## src/rtl/fib_pkg.sv

```systemverilog
// Shared constants, FSM state encoding and the saturation helper for the
// Fibonacci scheduler and its engine.
package fib_pkg;
    localparam int N_REQ_DEF = 4;
    localparam int FIB_W_DEF = 20;
    localparam int NUM_W_DEF = 8;

    typedef enum logic [1:0] {
        IDLE = 2'd0,
        RUN  = 2'd1,
        DONE = 2'd2
    } state_e;

    // All-ones value of a w-bit result, returned 64 bits wide for the caller to narrow.
    function automatic logic [63:0] fib_sat(input int w);
        return (w >= 64) ? '1 : ((64'd1 << w) - 64'd1);
    endfunction
endpackage

```

## src/rtl/fib_sched_if.sv

```systemverilog
// Request/response channel between client blocks and the Fibonacci scheduler.
interface fib_sched_if #(
    parameter int N_REQ = 4,
    parameter int NUM_W = 8,
    parameter int FIB_W = 20,
    parameter int ID_W  = (N_REQ > 1) ? $clog2(N_REQ) : 1
);
    logic [N_REQ-1:0]       req_valid;
    logic [N_REQ*NUM_W-1:0] req_num;
    logic [N_REQ-1:0]       req_ready;
    logic                   rsp_valid;
    logic                   rsp_ready;
    logic [ID_W-1:0]        rsp_id;
    logic [FIB_W-1:0]       rsp_value;
    logic                   rsp_ovf;
    logic                   busy;

    modport master (
        output req_valid, req_num, rsp_ready,
        input  req_ready, rsp_valid, rsp_id, rsp_value, rsp_ovf, busy
    );

    modport slave (
        input  req_valid, req_num, rsp_ready,
        output req_ready, rsp_valid, rsp_id, rsp_value, rsp_ovf, busy
    );
endinterface

```

## src/rtl/fib_engine.sv

```systemverilog
// Iterative Fibonacci engine: one a/b step per cycle with sticky overflow
// tracking; the result is saturated to all-ones once F(n) no longer fits.
module fib_engine
    import fib_pkg::*;
#(
    parameter int FIB_W = FIB_W_DEF,
    parameter int NUM_W = NUM_W_DEF
) (
    input  logic             clock,
    input  logic             reset,
    input  logic             i_start,
    input  logic [NUM_W-1:0] i_n,
    output logic             o_done,
    output logic [FIB_W-1:0] o_value,
    output logic             o_ovf
);
    localparam logic [FIB_W-1:0] SAT = FIB_W'(fib_sat(FIB_W));

    logic [FIB_W-1:0] r_a, r_b;
    logic [NUM_W-1:0] r_k, r_n;
    logic             r_run, r_a_ovf, r_b_ovf;
    logic [FIB_W:0]   w_sum;
    logic             w_done;

    assign w_sum  = {1'b0, r_a} + {1'b0, r_b};
    assign w_done = r_run && (r_k == r_n - NUM_W'(1));

    always_ff @(posedge clock or posedge reset) begin
        if (reset) begin
            r_a     <= '0;
            r_b     <= '0;
            r_k     <= '0;
            r_n     <= '0;
            r_run   <= 1'b0;
            r_a_ovf <= 1'b0;
            r_b_ovf <= 1'b0;
        end else if (i_start) begin
            r_a     <= '0;
            r_b     <= FIB_W'(1);
            r_k     <= '0;
            r_n     <= i_n;
            r_run   <= (i_n != '0);
            r_a_ovf <= 1'b0;
            r_b_ovf <= 1'b0;
        end else if (r_run) begin
            // b carries the lookahead term, so its overflow reaches a one step later
            r_a     <= r_b;
            r_b     <= w_sum[FIB_W-1:0];
            r_k     <= r_k + NUM_W'(1);
            r_b_ovf <= r_b_ovf | r_a_ovf | w_sum[FIB_W];
            r_a_ovf <= r_b_ovf;
            if (w_done) r_run <= 1'b0;
        end
    end

    assign o_done  = w_done;
    assign o_value = r_a_ovf ? SAT : r_a;
    assign o_ovf   = r_a_ovf;
endmodule

```

## src/rtl/fib_sched.sv

```systemverilog
// Round-robin scheduler sharing one Fibonacci engine among N_REQ requesters;
// results return tagged with the requester ID on a valid/ready channel.
module fib_sched
    import fib_pkg::*;
#(
    parameter int N_REQ = N_REQ_DEF,
    parameter int FIB_W = FIB_W_DEF,
    parameter int NUM_W = NUM_W_DEF
) (
    input  logic clock,
    input  logic reset,
    fib_sched_if.slave bus
);
    localparam int ID_W = (N_REQ > 1) ? $clog2(N_REQ) : 1;

    state_e           r_state, w_next;
    logic [ID_W-1:0]  r_rr_ptr, r_id, w_gnt_id, w_ptr_nxt;
    logic             w_gnt_vld, w_hs, w_eng_done, w_eng_ovf;
    logic [NUM_W-1:0] w_n;
    logic [FIB_W-1:0] w_eng_val;

    // Scan from the highest offset down so the closest valid requester to rr_ptr wins.
    always_comb begin
        int idx;
        idx       = 0;
        w_gnt_id  = '0;
        w_gnt_vld = 1'b0;
        for (int off = N_REQ - 1; off >= 0; off--) begin
            idx = int'(r_rr_ptr) + off;
            if (idx >= N_REQ) idx = idx - N_REQ;
            if (bus.req_valid[idx]) begin
                w_gnt_vld = 1'b1;
                w_gnt_id  = ID_W'(idx);
            end
        end
    end

    assign w_hs      = (r_state == IDLE) && w_gnt_vld;
    assign w_n       = bus.req_num[int'(w_gnt_id)*NUM_W +: NUM_W];
    assign w_ptr_nxt = (r_id == ID_W'(N_REQ - 1)) ? '0 : r_id + ID_W'(1);

    always_ff @(posedge clock or posedge reset) begin
        if (reset) begin
            r_state  <= IDLE;
            r_rr_ptr <= '0;
            r_id     <= '0;
        end else begin
            r_state <= w_next;
            if (w_hs) r_id <= w_gnt_id;
            if (r_state == DONE && bus.rsp_ready) r_rr_ptr <= w_ptr_nxt;
        end
    end

    always_comb begin
        w_next = r_state;
        case (r_state)
            IDLE:    if (w_hs) w_next = (w_n == '0) ? DONE : RUN;
            RUN:     if (w_eng_done) w_next = DONE;
            DONE:    if (bus.rsp_ready) w_next = IDLE;
            default: w_next = IDLE;
        endcase
    end

    fib_engine #(.FIB_W(FIB_W), .NUM_W(NUM_W)) u_engine (
        .clock   (clock),
        .reset   (reset),
        .i_start (w_hs),
        .i_n     (w_n),
        .o_done  (w_eng_done),
        .o_value (w_eng_val),
        .o_ovf   (w_eng_ovf)
    );

    assign bus.req_ready = w_hs ? (N_REQ'(1) << w_gnt_id) : '0;
    assign bus.rsp_valid = (r_state == DONE);
    assign bus.rsp_id    = (r_state == DONE) ? r_id : '0;
    assign bus.rsp_value = (r_state == DONE) ? w_eng_val : '0;
    assign bus.rsp_ovf   = (r_state == DONE) ? w_eng_ovf : 1'b0;
    assign bus.busy      = (r_state != IDLE);
endmodule

```

## src/flat_wrapper.sv

```systemverilog
// flat-port wrapper written by rule: the top's interface ports become plain ports
module fib_sched_flat import fib_pkg::*;
#(
    parameter int N_REQ = N_REQ_DEF,
    parameter int FIB_W = FIB_W_DEF,
    parameter int NUM_W = NUM_W_DEF
)
  (clock, reset, bus_req_valid, bus_req_num, bus_rsp_ready, bus_req_ready, bus_rsp_valid, bus_rsp_id, bus_rsp_value, bus_rsp_ovf, bus_busy);
  fib_sched_if #(.N_REQ(N_REQ), .NUM_W(NUM_W), .FIB_W(FIB_W)) bus_i ();
  input  logic clock;
  input  logic reset;
  input wire logic [$bits(bus_i.req_valid)-1:0] bus_req_valid;
  input wire logic [$bits(bus_i.req_num)-1:0] bus_req_num;
  input wire logic [$bits(bus_i.rsp_ready)-1:0] bus_rsp_ready;
  output wire logic [$bits(bus_i.req_ready)-1:0] bus_req_ready;
  output wire logic [$bits(bus_i.rsp_valid)-1:0] bus_rsp_valid;
  output wire logic [$bits(bus_i.rsp_id)-1:0] bus_rsp_id;
  output wire logic [$bits(bus_i.rsp_value)-1:0] bus_rsp_value;
  output wire logic [$bits(bus_i.rsp_ovf)-1:0] bus_rsp_ovf;
  output wire logic [$bits(bus_i.busy)-1:0] bus_busy;
  assign bus_i.req_valid = bus_req_valid;
  assign bus_i.req_num = bus_req_num;
  assign bus_i.rsp_ready = bus_rsp_ready;
  assign bus_req_ready = bus_i.req_ready;
  assign bus_rsp_valid = bus_i.rsp_valid;
  assign bus_rsp_id = bus_i.rsp_id;
  assign bus_rsp_value = bus_i.rsp_value;
  assign bus_rsp_ovf = bus_i.rsp_ovf;
  assign bus_busy = bus_i.busy;
  fib_sched #(.N_REQ(N_REQ), .FIB_W(FIB_W), .NUM_W(NUM_W)) u_core (.clock(clock), .reset(reset), .bus(bus_i));
endmodule
```

## config.mk

```make
export PLATFORM = sky130hd
export DESIGN_NAME = fib_sched_flat
export DESIGN_NICKNAME = d
export VERILOG_FILES = /design/src/rtl/fib_pkg.sv /design/src/rtl/fib_sched_if.sv /design/src/rtl/fib_engine.sv /design/src/rtl/fib_sched.sv /design/src/flat_wrapper.sv
export SDC_FILE = /design/constraint.sdc
export NUM_CORES = 1
export LEC_CHECK = 0
export CORE_ASPECT_RATIO = 1.75
export CORE_MARGIN = 2
export CORE_UTILIZATION = 30
export DETAILED_ROUTE_END_ITERATION = 16
export PLACE_DENSITY = 0.52
export SLEW_MARGIN = 20
export SYNTH_ARGS = -nofsm -noshare
export SYNTH_HDL_FRONTEND = slang
export SYNTH_HIERARCHICAL = 1
export SYNTH_SLANG_ARGS = --single-unit
```

## constraint.sdc

```tcl
create_clock -name clock -period 2.7 [get_ports clock]
set_input_delay 0.81 -clock clock [delete_from_list [all_inputs] [get_ports clock]]
set_output_delay 0.81 -clock clock [all_outputs]
set_load 0.01 [all_outputs]
```

==> results of run 1 <==
## sequential cells by signal, summed over array words and instances, names as in the netlist
register                 count
u_core/u_engine/r_b_ovf      1
u_core/u_engine/r_b         20
u_core/r_state               2
u_core/r_rr_ptr              2
u_core/u_engine/o_ovf        1
u_core/u_engine/r_n          8
u_core/u_engine/r_k          8
u_core/r_id                  2
u_core/u_engine/r_run        1
u_core/u_engine/r_a         20
## per-layer routing
metal / vias up / track usage / routed length (µm)
li1: 1857 / - / -
met1: 1832 / 0.165 / 4660
met2: 76 / 0.269 / 6110
met3: 18 / 0.0252 / 360
met4: 0 / 0.0661 / 325
met5: - / 0 / 0
## power groups by stage
stage,combinational (mW),clock [mW],sequential [mW]
5_1_grt,3.33,1.10,1.78
3_5_place_dp,2.93,0,1.73
6_report,2.98,1.02,1.72
4_1_cts,2.99,1.06,1.72
2_1_floorplan,2.22,0,1.56
3_3_place_gp,2.85,0,1.72
## Yosys cell counts (4+ instances only)
| cell type | number | area (µm²) |
|---|---|---|
| sky130_fd_sc_hd__a22o_1 | 8 | 70.1 |
| sky130_fd_sc_hd__dfrtp_1 | 65 | 1630 |
| sky130_fd_sc_hd__o21a_1 | 7 | 52.6 |
| sky130_fd_sc_hd__a21o_1 | 5 | 37.5 |
| sky130_fd_sc_hd__and2_1 | 23 | 144 |
| sky130_fd_sc_hd__o21ai_0 | 13 | 65.1 |
| sky130_fd_sc_hd__mux2_2 | 8 | 90.1 |
| sky130_fd_sc_hd__xor2_1 | 16 | 140 |
| sky130_fd_sc_hd__nor4_1 | 5 | 31.3 |
| sky130_fd_sc_hd__nor2_1 | 57 | 214 |
| sky130_fd_sc_hd__xnor2_1 | 16 | 140 |
| sky130_fd_sc_hd__o21ai_1 | 4 | 20.0 |
| sky130_fd_sc_hd__nand2_1 | 23 | 86.3 |
| sky130_fd_sc_hd__inv_1 | 13 | 48.8 |
| sky130_fd_sc_hd__clkbuf_1 | 17 | 63.8 |
| sky130_fd_sc_hd__ha_1 | 23 | 288 |
| sky130_fd_sc_hd__nor3_1 | 6 | 30.0 |
| sky130_fd_sc_hd__and3_1 | 5 | 31.3 |
| sky130_fd_sc_hd__nor2b_1 | 4 | 25.0 |
| sky130_fd_sc_hd__mux2i_1 | 59 | 591 |
| sky130_fd_sc_hd__or2_2 | 23 | 144 |
| sky130_fd_sc_hd__a21oi_1 | 17 | 85.1 |
## through the flow
step	std cells	worst slack, ns	area, µm²	TNS, ns	hold slack [ns]
final	752	0.0291	5910	0	0.515
after global routing	752	-0.0353	5910	-0.0472	0.546
after floorplan	475	0.0375	4520	0	0.465
after detailed placement	733	-0.764	5570	-15.99	0.509
after global placement	733	-0.720	5570	-13.26	0.495
after CTS	750	0.000142	5860	0	0.520
## cell type report
class	count	area share
Inverter	13	0.00826
Timing Repair Buffer	106	0.163
Clock inverter	1	0.000847
Clock buffer	13	0.0424
Multi-Input combinational cell	371	0.470
Tap cell	183	0.0388
Sequential cell	65	0.276
## tightest hold or removal path: stages, from the launching register on
cell	delay (ns)
sky130_fd_sc_hd__dfrtp_1	0.37
sky130_fd_sc_hd__nand2_1	0.06
sky130_fd_sc_hd__o31ai_1	0.05
## timing repair
item,in CTS,in global routing
pin swaps,5,7
setup endpoints to repair,27,26
setup buffers,4,2
hold buffers,0,0
gates resized for setup,42,15
## final timing paths
| path | startpoint | endpoint | depth (start not counted) |
|---|---|---|---|
| setup / recovery | bus_req_valid[2] | bus_req_ready[3] | 7 |
| hold / removal | u_core/r_rr_ptr[0]$_DFFE_PP0P_ | u_core/r_rr_ptr[0]$_DFFE_PP0P_ | 2 |
| setup reg to reg | u_core/u_engine/r_a[0]$_DFFE_PP0P_ | u_core/u_engine/r_b[14]$_DFFE_PP0P_ | 10 |
| hold reg to reg | u_core/r_rr_ptr[0]$_DFFE_PP0P_ | u_core/r_rr_ptr[0]$_DFFE_PP0P_ | 2 |
| max in group asynchronous | reset | u_core/u_engine/r_b[10]$_DFFE_PP0P_ | 3 |
| min in group asynchronous | reset | u_core/r_rr_ptr[1]$_DFFE_PP0P_ | 2 |
## kinds of logic after synthesis
| group | after synthesis | synth area share |
|---|---|---|
| AO/OA/AOI/OAI | 84 | 0.136 |
| XOR/XNOR | 32 | 0.0620 |
| AND/OR/NAND/NOR | 164 | 0.183 |
| multiplexers | 67 | 0.150 |
| buffers and inverters | 39 | 0.0401 |
| flip-flops | 65 | 0.360 |
| adder cells (fa/ha/maj) | 24 | 0.0681 |
==> results.txt, run 1 <==
- In this run, synthesis produced a sequential element count of 65.
- Summed over all cells, the static leakage comes to 2.92 nW.
- Overall via count from detail_route: 3783
- Number of sinks on the clock net: 65
- Delay-heaviest family, CP: buffers and inverters
- Entering global routing, the biggest net connects 39 pins.
- Post-layout power: 5.73 mW
- Critical path fanouts, max: 4
- The synthesized design contains 0 enable-type register cells.
- The number of clock buffers added by TritonCTS is 9.
- Leading register cell type out of synthesis: sky130_fd_sc_hd__dfrtp_1
- Static timing analysis puts the maximum clock frequency at 0.374 GHz.
* Crit path buffers/inverters: 3
- The number of nets handed over by synthesis was 538.
- Counting every instance in the synthesized netlist gives 475.
- Via count of the first global-routing pass: 4075
- Mapped Avg Cell Area: 9.52 µm²
- The internal power of the cells totals 3.47 mW.
- Setup slack on the worst reg-to-reg path comes out at 0.11 ns.
* Commonest non-fill, non-tap cell in the layout: sky130_fd_sc_hd__dfrtp_1
- The smallest clock period supported by the final layout is computed as 2.67 ns.
- The pre-antenna-repair detailed-routing pass consisted of 4 iterations.
* Critical path class: input port to output pin
- WL/cell: 15.2 µm
- CTS Buffer Depth: 2
- The H-tree was split into 3 levels.
- Post-Route Utilization: 0.398
- Status: finished, final reports clean
- Period utilization: 0.989
- The die is 166 µm tall.
- Setup violations remaining at the end of the flow were counted as 0.
- The later pin in the worst-skew pair is clocked with a latency of 0.33 ns.
- Power spread over the standard cell area amounts to 970 nW/µm².
- Initial Util: 0.305
- The core region is 14800 µm².
* Gate power share: 0.521
* Worst relative slew slack: 0.624
- For this run, the slowest stage of the critical path takes 0.28 ns.
- The first global-routing pass estimated 19700 µm of wire.
- Count of boundary I/O pins: 68
- For this design the total switching power over the nets is 2.26 mW.
* Number of warnings printed during yosys synthesis: 6
* Cell area after synthesis: 4520 µm²
- Commonest non-fill, non-tap cells in the layout: 62 x sky130_fd_sc_hd__dfrtp_1, 57 x sky130_fd_sc_hd__clkdlybuf4s50_1, 57 x sky130_fd_sc_hd__mux2i_1, 57 x sky130_fd_sc_hd__nor2_1, 37 x sky130_fd_sc_hd__buf_4
- Overflow left after global routing: 0
- Synth cell types: 59
- In the final layout, the share of cells above drive strength 1 is 0.206.
- Among all stages on the critical path, the largest delay is contributed by sky130_fd_sc_hd__a311oi_2.
* Max-cap check violation count: 0
* Post-DP HPWL: 8630 µm
* Clock share of power: 0.178
- At the end of routability-driven placement, the weighted congestion stood at 0.816.
- Setup repair after global routing missed its margin: true
* Most frequent cell on the critical path: sky130_fd_sc_hd__buf_4
- For this block, the routed nets add up to 11500 µm of wire.
* Area of the die: 16100 µm²
- The hold violation total from the final report was 0.
- Walking the worst path, the cells encountered are buf_4 > mux2i_1 > nor2_1 > a311oi_2 > buf_4 > and3_1 > buf_2.
- After synthesis, the share of flip-flops with an asynchronous set or reset is 1.00.
* Data arrival, critical path: 1.86 ns
* Slew at the pin closest to its max-slew limit: 0.559 ns
- In the routed layout, each cell is associated on average with a via count of 5.03.
* Layout-stage area growth over the synthesis result: 30.6%
- The first routing iteration left 129 violations.
- The worst setup path is launched from an input port.
* Hold WC Path Type: flop to flop
- Row generation in the floorplan step produced 59 rows.
- Switch share: 0.394
* Number of antenna violations at the first check in global routing: 0
- Slew Viols, Final: 0
- TritonCTS built the clock tree.
- In the routed design, unresolved DRC markers number 0.
- Fraction of the yosys area taken by sequential cells: 0.360
- Data required time at the worst endpoint: 1.89 ns
- The share of total power dissipated in sequential elements is 0.301.
* Fill count: 1471
- After the last flow step, the layout net total stands at 629.
- Clock Skew: 0.00474 ns
* Die X: 96.8 µm
* Number of port buffers: 67
* Worst Setup End Kind: output pin
- Area occupied by multi-input gates: 2780 µm²
* Antenna Nets Post-Route: 0
* Library cell used as clock root buffer: sky130_fd_sc_hd__clkbuf_16
* Maximum VDD drop: 0.358 mV
- GRT Total Usage: 0.147
- Across the whole layout, storage elements account for 1630 µm².
* ANT cells: 0
* Clock input transition at the sequential cells of the worst setup and hold paths: 0.05 ns
Note: power is estimated with default switching activity, not from simulation.
==> run 2, diff against run 1 <==
CORE_MARGIN = 1.5   (was 2)
==> run 2 against run 1 <==
Net effect:
- total power grew 7.2%
- flip-flop and latch count is the same
- routed wire length grew 0.73%
- non-clock buffer count grew 2
- clock power grew 35%
- critical path type is now flop to output pin
==> results.txt, run 2 (synthesized netlist as in run 1, its figures left out) <==
- CTS tree: done
- Critical-path cell list: buf_4 > or2_2 > and2_1 > clkdlybuf4s50_1
- Number of sinks on the clock net: 65
- Counting I/O delays and the setup requirement, the final critical path takes 2.63 ns.
- Derived from the worst setup path, the maximum achievable clock frequency is 0.380 GHz.
* Die X: 95.8 µm
- Summing all non-filler instances in the final layout gives an area of 6060 µm².
* Number of endpoints with negative hold slack in the final report: 0
- Final estimated routing congestion in global placement: 0.810
- The repair_antennas step left the layout with diodes totalling 0.
- During placement, the flow inserted port buffers numbering 67.
- The design draws 6.14 mW.
- The largest individual stage delay along the critical path comes from the cell sky130_fd_sc_hd__clkdlybuf4s50_1.
- Broken down by cell family, the worst path's largest delay share belongs to buffers and inverters.
* First-iteration detailed-routing DRC count: 138
* Startpoint type of the worst setup path: flop
* Total clock buffers created by CTS: 9
- Slew at the pin closest to its max-slew limit: 0.550 ns
* Final critical-path setup slack: 0.0703 ns
- The first detailed-routing pass ran for 4 iterations.
* Fraction of layout cells with a size suffix above 1: 0.215
- Number of antenna violations at the first check in global routing: 0
- 68 I/O pins were placed.
- Worst relative slew slack: 0.630
* Reg2reg path depth: 9
- Counting instances, the worst hold path has a depth of 2.
* Longest individual stage delay on the worst path: 0.49 ns
* Register Area: 1630 µm²
- Wire length of the first global-routing pass: 18700 µm
- Period utilization: 0.974
* Std-Cell Rows: 59
- In this run the remaining antenna-violating nets after routing total 0.
- Placement Setup Slack: -0.741 ns
- GRT Total Usage: 0.154
- Total wire length after detailed routing: 11500 µm
- The worst hold path terminates at u_core/r_rr_ptr[0]$_DFFE_PP0P_.
- Via count of the first global-routing pass: 3899
- Data required time at the worst endpoint: 1.89 ns
- Summing all placed instances gives a cell area of 5600 µm².
- FF-to-FF End: u_core/u_engine/r_b[18]$_DFFE_PP0P_
- The tool flagged a number of max-cap violations equal to 0.
* Commonest non-fill, non-tap cells in the layout: 62 x sky130_fd_sc_hd__dfrtp_1, 58 x sky130_fd_sc_hd__mux2i_1, 57 x sky130_fd_sc_hd__clkdlybuf4s50_1
- The total overflow left after global routing is 0.
- The routed layout has 3746 vias.
- The run finished with clean final reports.
* Vert. Die Dim: 165 µm
- R2R setup slack: 0.07 ns
* Placeable Area: 14800 µm²
* Registers with the most flip-flops: u_core/u_engine/r_a x20, u_core/u_engine/r_b x20
- Total Negative Setup Slacks: 0 ns
- Entering global routing, the biggest net connects 35 pins.
* Maximum VDD drop: 0.462 mV
- The area growth from synthesis to layout is 34.0%.
* CTS Hold Buffers Added: 0
- The die covers 15900 µm².
- The H-tree was split into 3 levels.
- For this configuration, the core starts out at a cell density of 0.305.
- After detailed routing, the average wire length per cell comes to 15.3 µm.
- Static Leakage: 2.99 nW
- In this run the power density over the cells is 1010 nW/µm².
- On the final layout, the worst hold slack is 0.511 ns.
- Clock Skew: 0.00540 ns
- Detailed placement ended at an HPWL of 8530 µm.
- After clock tree synthesis, the clock-pin slew on the worst setup and hold paths is 0.06 ns.
- CTS placed an instance of sky130_fd_sc_hd__clkbuf_16 at the clock tree root.
- Setup repair after global routing missed its margin: false
* Fill count: 1510
- The startpoint identified for the worst register-to-register timing path is u_core/u_engine/r_a[0]$_DFFE_PP0P_.
- The library cell used most frequently in the layout, excluding fill and tap cells, is sky130_fd_sc_hd__dfrtp_1.
- Critical path fanouts, max: 15
* Critical hold path startpoint: u_core/r_rr_ptr[0]$_DFFE_PP0P_
- CTS Buffer Depth: 2
- Hold WC Path Type: flop to flop
* Area occupied by multi-input gates: 2780 µm²
* Data arrival, critical path: 1.82 ns
- In the final design database the tool counted 631 nets.
- After detailed routing, the number of remaining DRC violations is 0.
* Crit path buffers/inverters: 2
- Dividing the detail-routed via count by the number of cells gives 4.96.
* Clock latency on the worst-skew pair: 0.34 ns
- The total count of max-transition violations in the final report was 0.
- The worst setup path is captured at an output pin.
- Setup-failing EPs final: 0
- Critical path class: flop to output pin
## run 2: cell types whose count changed in the layout (fill, tap and decap cells not counted), moves of 2 or more
cell                        delta
sky130_fd_sc_hd__buf_4         -3
sky130_fd_sc_hd__buf_6         +3
sky130_fd_sc_hd__bufinv_16     +3
sky130_fd_sc_hd__clkbuf_1      -3
sky130_fd_sc_hd__buf_12        +2
sky130_fd_sc_hd__clkinv_4      +2
## run 2: worst max path at each step
stage / slack [ns] / startpoint / cells past startpoint / endpoint
6_report: 0.07 / u_core/u_engine/o_ovf$_DFFE_PP0P_ / 4 / bus_rsp_value[19]
5_1_grt: 0.0008 / u_core/u_engine/r_a[0]$_DFFE_PP0P_ / 9 / u_core/u_engine/r_b[18]$_DFFE_PP0P_
4_1_cts: 0.001 / bus_req_valid[3] / 7 / bus_req_ready[1]
3_5_place_dp: -0.74 / bus_req_valid[0] / 11 / u_core/r_state[1]$_DFFE_PP0P_
3_3_place_gp: -0.68 / bus_req_valid[2] / 7 / bus_req_ready[2]
2_1_floorplan: 0.04 / bus_req_valid[0] / 4 / bus_req_ready[2]
## run 2: repair_timing
item                       4_1_cts  5_1_grt
resized for setup               43       19
setup endpoints to repair       23       13
setup buffers                    2        4
pin swaps                        3        6
gates cloned                     0        0
## run 2: routing by layer
layer | track usage | up-vias | wire, µm
met1 | 0.156 | 1825 | 4460
met4 | 0.0568 | 0 | 179
met5 | 0 | - | 0
met2 | 0.300 | 67 | 6400
met3 | 0.0275 | 8 | 499
li1 | - | 1846 | -
## run 2: worst min-delay path: stages (launching register included)
cell	delay [ns]
sky130_fd_sc_hd__dfrtp_1	0.37
sky130_fd_sc_hd__nand2_1	0.06
sky130_fd_sc_hd__o31ai_1	0.05
## run 2: cell type report
cell class / count / share of cell area
Tap cell: 183 / 0.0378
Clock inverter: 6 / 0.0190
Clock buffer: 10 / 0.0394
Timing Repair Buffer: 108 / 0.168
Inverter: 13 / 0.00805
Sequential cell: 65 / 0.269
Multi-Input combinational cell: 371 / 0.459
## run 2: stage by stage
step                cells  utilization
floorplan             475            -
global placement      734        0.377
finish                756        0.408
detailed placement    734        0.377
CTS                   752        0.403
global route          756        0.408
## run 2: where the power goes
part	internal, mW	switching [mW]
registers	1.33	0.372
logic	1.56	1.50
clock network	0.930	0.452
total	3.82	2.33
